$ cat config.mk
export PLATFORM = sky130hd
export DESIGN_NAME = lift_call_dispatcher
export DESIGN_NICKNAME = d
export VERILOG_FILES = /design/src/rtl/lift_call_dispatcher.sv
export SDC_FILE = /design/constraint.sdc
export NUM_CORES = 1
export LEC_CHECK = 0
export CELL_PAD_IN_SITES_DETAIL_PLACEMENT = 1
export CELL_PAD_IN_SITES_GLOBAL_PLACEMENT = 2
export CORE_MARGIN = 2
export CORE_UTILIZATION = 27
export CTS_CLUSTER_SIZE = 12
export DETAILED_ROUTE_END_ITERATION = 10
export MAX_ROUTING_LAYER = met4
export PLACE_DENSITY = 0.89
export SYNTH_ARGS = -nofsm -noshare
export SYNTH_HDL_FRONTEND = slang
export SYNTH_SLANG_ARGS = --single-unit
$ cat constraint.sdc
create_clock -name i_clk -period 5.5 [get_ports i_clk]
set_clock_uncertainty 0.15 [all_clocks]
set_input_delay 1.1 -clock i_clk [delete_from_list [all_inputs] [get_ports i_clk]]
set_output_delay 1.1 -clock i_clk [all_outputs]
set_load 0.1 [all_outputs]
$ cat src/rtl/lift_call_dispatcher.sv
// lift_call_dispatcher: latches hall/cabin calls and offers one SCAN-selected target floor at a time.
// Optional SERVE watchdog is built only when DISPATCH_TIMEOUT_EN is defined.
//
// state   | meaning
// --------+------------------------------------------------------------
// S_IDLE  | no target outstanding; retire same-floor calls or pick next
// S_ISSUE | target offered, held until the lift controller accepts it
// S_SERVE | target accepted, waiting for the lift to stop at that floor
module lift_call_dispatcher #(
  parameter int N_FLOORS    = 8,
  parameter int FW          = 3,
  parameter int TIMEOUT_CYC = 1024
) (
  input  logic                i_clk,
  input  logic                i_rst,
  input  logic [N_FLOORS-1:0] i_hall_btn,
  input  logic [N_FLOORS-1:0] i_cab_btn,
  input  logic [FW-1:0]       i_elev_f,
  input  logic                i_busy,
  input  logic                i_req_ready,
  output logic                o_req_valid,
  output logic [FW-1:0]       o_req_floor,
  output logic [N_FLOORS-1:0] o_pending,
  output logic                o_dir,
  output logic                o_arrive,
  output logic                o_fault
);

  if ((1 << FW) < N_FLOORS) begin : g_bad_fw
    $error("lift_call_dispatcher: FW too narrow for N_FLOORS");
  end
  if (TIMEOUT_CYC < 1) begin : g_bad_timeout
    $error("lift_call_dispatcher: TIMEOUT_CYC must be at least 1");
  end

  typedef enum logic [1:0] {
    S_IDLE  = 2'd0,
    S_ISSUE = 2'd1,
    S_SERVE = 2'd2
  } state_t;

  state_t              r_state;
  state_t              w_state_nxt;
  logic [N_FLOORS-1:0] r_pend;
  logic [FW-1:0]       r_target;
  logic                r_dir;
  logic                r_arrive;
  logic                r_serve_armed;

  logic                w_up_found;
  logic [FW-1:0]       w_up_floor;
  logic                w_dn_found;
  logic [FW-1:0]       w_dn_floor;
  logic                w_sel_valid;
  logic                w_sel_dir;
  logic [FW-1:0]       w_sel_floor;
  logic                w_elev_ok;
  logic                w_here;
  logic                w_arrival;
  logic                w_wd_expired;
  logic                w_load_tgt;
  logic                w_retire;
  logic [FW-1:0]       w_retire_floor;
  logic [N_FLOORS-1:0] w_set;
  logic [N_FLOORS-1:0] w_clr;

  // Nearest pending floor strictly above and strictly below the cabin.
  always_comb begin
    w_up_found = 1'b0;
    w_up_floor = '0;
    w_dn_found = 1'b0;
    w_dn_floor = '0;
    for (int i = N_FLOORS - 1; i >= 0; i--) begin
      if (r_pend[i] && (i > int'(i_elev_f))) begin
        w_up_found = 1'b1;
        w_up_floor = FW'(i);
      end
    end
    for (int i = 0; i < N_FLOORS; i++) begin
      if (r_pend[i] && (i < int'(i_elev_f))) begin
        w_dn_found = 1'b1;
        w_dn_floor = FW'(i);
      end
    end
  end

  // Keep the current direction while it has work, otherwise reverse.
  always_comb begin
    w_sel_valid = w_up_found | w_dn_found;
    w_sel_dir   = r_dir;
    w_sel_floor = w_up_floor;
    if (r_dir) begin
      w_sel_dir   = w_up_found;
      w_sel_floor = w_up_found ? w_up_floor : w_dn_floor;
    end else begin
      w_sel_dir   = ~w_dn_found;
      w_sel_floor = w_dn_found ? w_dn_floor : w_up_floor;
    end
  end

  assign w_elev_ok = int'(i_elev_f) < N_FLOORS;
  assign w_here    = w_elev_ok && r_pend[i_elev_f];

  // The first SERVE cycle is skipped so a stale stopped-at-target report is not taken as arrival.
  assign w_arrival = (r_state == S_SERVE) && r_serve_armed && !i_busy &&
                     (i_elev_f == r_target);

  always_comb begin
    w_state_nxt    = r_state;
    w_load_tgt     = 1'b0;
    w_retire       = 1'b0;
    w_retire_floor = r_target;
    unique case (r_state)
      S_IDLE: begin
        if (!i_busy && w_here) begin
          w_retire       = 1'b1;
          w_retire_floor = i_elev_f;
        end else if (w_sel_valid) begin
          w_load_tgt  = 1'b1;
          w_state_nxt = S_ISSUE;
        end
      end
      S_ISSUE: begin
        if (i_req_ready) begin
          w_state_nxt = S_SERVE;
        end
      end
      S_SERVE: begin
        if (w_arrival) begin
          w_retire    = 1'b1;
          w_state_nxt = S_IDLE;
        end else if (w_wd_expired) begin
          w_state_nxt = S_IDLE;
        end
      end
      default: w_state_nxt = S_IDLE;
    endcase
  end

  always_ff @(posedge i_clk) begin
    if (i_rst) begin
      r_state <= S_IDLE;
    end else begin
      r_state <= w_state_nxt;
    end
  end

  assign w_set = i_hall_btn | i_cab_btn;
  assign w_clr = w_retire ? (N_FLOORS'(1) << w_retire_floor) : '0;

  // Clear is applied after set: a press at the open door is absorbed.
  always_ff @(posedge i_clk) begin
    if (i_rst) begin
      r_pend        <= '0;
      r_target      <= '0;
      r_dir         <= 1'b1;
      r_arrive      <= 1'b0;
      r_serve_armed <= 1'b0;
    end else begin
      r_pend        <= (r_pend | w_set) & ~w_clr;
      r_arrive      <= w_retire;
      r_serve_armed <= (r_state == S_SERVE);
      if (w_load_tgt) begin
        r_target <= w_sel_floor;
        r_dir    <= w_sel_dir;
      end
    end
  end

`ifdef DISPATCH_TIMEOUT_EN
  localparam int WD_W = $clog2(TIMEOUT_CYC + 1);

  logic [WD_W-1:0] r_wd_cnt;
  logic            r_fault;

  assign w_wd_expired = (r_state == S_SERVE) && (r_wd_cnt == WD_W'(TIMEOUT_CYC - 1));

  always_ff @(posedge i_clk) begin
    if (i_rst) begin
      r_wd_cnt <= '0;
      r_fault  <= 1'b0;
    end else begin
      if ((r_state == S_ISSUE) && i_req_ready) begin
        r_wd_cnt <= '0;
      end else if (r_state == S_SERVE) begin
        r_wd_cnt <= r_wd_cnt + 1'b1;
      end
      if (w_wd_expired && !w_arrival) begin
        r_fault <= 1'b1;
      end
    end
  end

  assign o_fault = r_fault;
`else
  assign w_wd_expired = 1'b0;
  assign o_fault      = 1'b0;
`endif

  assign o_req_valid = (r_state == S_ISSUE);
  assign o_req_floor = r_target;
  assign o_pending   = r_pend;
  assign o_dir       = r_dir;
  assign o_arrive    = r_arrive;

endmodule

==> metrics.cfg <==
[worst_hold_path]
hold_class = flip-flop to flip-flop

[synth]
yosysTopAreaCell = dfxtp_1
synth_area_um2 = 1130
ys.warnings.count = 0
synth_top_family_by_area = compound AO/OA/AOI/OAI gates
ys_types = 43
ys_top_cells_by_count = 16 x dfxtp_1, 11 x a21oi_1, 10 x nor2_1, 9 x a211oi_1, 9 x nor3_1
async_reset_ff_frac = 0
ys_seq_area_frac = 0.283
synth.top_cell.area_share = 0.283
synth_compound_area_frac = 0.323
synth-edff-count = 0
synth_xor_area_frac = 0.0232
synthSimpleGateAreaFrac = 0.268
syn_inst = 146
ys.flop_type = dfxtp_1
syn_nets = 169
synthAdderAreaFrac = 0
yosysMostFrequentCell = dfxtp_1
ys_ff_latch = 16
synth.avg_cell_area_um2 = 7.76
netlist_top_cells_area = dfxtp_1 28%, a211oi_1 6.0%, a21oi_1 4.9%, nor3_1 4.0%, mux4_2 4.0%
synthMuxAreaShare = 0.0397

[critical_path]
crit_slowest_cell = clkdlybuf4s50_1
crit_path_end_kind = flip-flop
max_stage_delay_ns = 0.81
cp_num_buf_inv = 1
worstPathMaxFanout = 16
cp_top_family = buffers and inverters
worstPathRequired_ns = 5.53
worstPathArrival_ns = 3.61
crit_path_start_kind = primary input
worstPathCellList = clkdlybuf4s50_1 > mux4_2 > a22o_1 > nor3_4 > o31ai_2 > or3_1 > a21oi_2
crit_type = primary input to flip-flop

[cells_and_area]
drive_above_1_share = 0.0678
areaGrowthSynthToFinish_pct = 37.9
utilization = 0.388
final_area_um2 = 1560
diodes = 0
final_nets = 201

[sta]
maxSlewHeadroom = 0.344
tightest_slew_ns = 0.981
fmax_mhz = 279
min_period_ns = 3.58
finalHoldViolations = 0
whs_ns = 0.418
setup_viol = 0
tns_ns = 0
rsz0062_at_grt = no
period_share = 0.651
slew_viol_final = 0

[placed_design]
dpl.hpwl_um = 2840
place_congestion = 0.851
port_buffers = 36
placed_area_um2 = 1510

[clocking]
clkTransAtPathRegs_ns = 0.06
cts_made_buffers = 3
cts_buffer_depth = 2
numClockSinks = 16
clock_latency_ns = 0.25
htreeDepth = 1
clockRootBuffer = clkbuf_8
cts_tree = yes
hold_buffers = 0
cts_setup_buffers = 0
ctsResizeCount = 0

[detailed_routing]
routed_wirelength_um = 3650
drtIter0Drc = 49
dr.pass1.iters = 4
avgRoutedWirePerCell_um = 16.1
num_vias = 1230
vias_per_cell = 5.42
antenna_left = 0
drc = 0

[global_route]
grt_pass1_vias = 1276
grt_overflow = 0
grt.total_usage = 0.181
grt_pass1_wl_um = 6090
grt_max_degree = 21
antenna_found_initial = 0

[floorplan]
design.die.area_um2 = 4730
die_h_um = 68.8
die_w_um = 68.8
rows = 23
ios = 38
design.core.area_um2 = 4030
initial_utilization = 0.281

[power]
combinationalPowerShare = 0.454
leakage_nw = 0.543
vdd_drop_max_v = 0.000138
clock_power_share = 0.224
power_frac_seq = 0.321
p_int_w = 0.000263
netSwitchingFraction = 0.442
power.density_nw_per_um2 = 301
totalPowerFinal_w = 0.000470
p_sw_w = 0.000208

[status]
outcome = finished clean

[run]
max-cap-violations = 0

cell usage in the layout, fill, tap and decap left out, types with 2 or more instances in the layout:
cell type and count:
a211oi_1 9, a21oi_1 11, a21oi_2 2, a22o_1 2, a31oi_1 3, clkbuf_8 4
clkdlybuf4s50_1 36, dfxtp_1 16, inv_1 5, mux4_2 2, nand2_1 8, nand2b_1 7
nand3_1 4, nand3b_1 2, nor2_1 10, nor2b_1 5, nor3_1 9, nor3b_1 2
o211ai_1 2, o21ai_0 8, o21ai_1 2, o21bai_1 2, o22ai_1 6, or3_1 2
xnor2_1 3
kinds of logic after synthesis:
logic type | count (synthesis)
other cells | 1
buf+inv | 14
mux | 2
flops | 16
compound gates | 55
simple gates | 55
xor+xnor | 3
metrics by stage:
stage | std cells | setup slack, ns
finish | 227 | 1.92
CTS | 227 | 1.90
floorplan | 146 | 2.39
global placement | 223 | 1.70
global route | 227 | 1.71
detailed placement | 223 | 1.62
final cells by class:
cell class / count / area (um^2)
tap: 50 / 62.6
sequential: 16 / 320
clock buffer: 4 / 55.1
inverter: 5 / 18.8
fill: 497 / 2470
timing repair buffer: 36 / 360
multi-input combinational: 116 / 746
per-layer routing:
| layer | share of wire | vias up | GRT usage |
|---|---|---|---|
| met5 | 0 | - | - |
| met4 | 0.019 | 0 | 0.0662 |
| met3 | 0.039 | 7 | 0.0390 |
| met2 | 0.52 | 30 | 0.319 |
| met1 | 0.43 | 586 | 0.201 |
| li1 | - | 607 | - |
final timing paths:
kind                            slack [ns]      startpoint  depth (start not counted)        endpoint
worst max-delay path                  1.92     i_elev_f[0]                          7  o_req_floor[2]
worst min register to register        0.42  o_req_floor[2]                          2  o_req_floor[2]
worst max register to register        3.25    o_pending[1]                          6  o_req_floor[2]
worst min-delay path                  0.42  o_req_floor[2]                          2  o_req_floor[2]
registers in the layout (all words and copies together) (netlist names):
signal         cells
o_arrive           1
o_req_floor        3
o_dir              1
o_pending          8
r_state            2
r_serve_armed      1
worst min-delay path, delay by kind of cell (launching register included):
kind / cells / cell delay [ns]
and+or+nand+nor: 1 / 0.10
DFF: 1 / 0.37
AOI/OAI and AO/OA: 1 / 0.05
power groups by stage:
stage	sequential (W)	combinational (W)	clock [W]
4_1_cts	0.000151	0.000215	0.000108
3_5_place_dp	0.000153	0.000214	0
6_report	0.000151	0.000214	0.000106
3_3_place_gp	0.000153	0.000210	0
2_1_floorplan	0.000217	0.0000910	0
5_1_grt	0.000153	0.000229	0.000115
No activity file was read; power rests on OpenSTA's default activity.
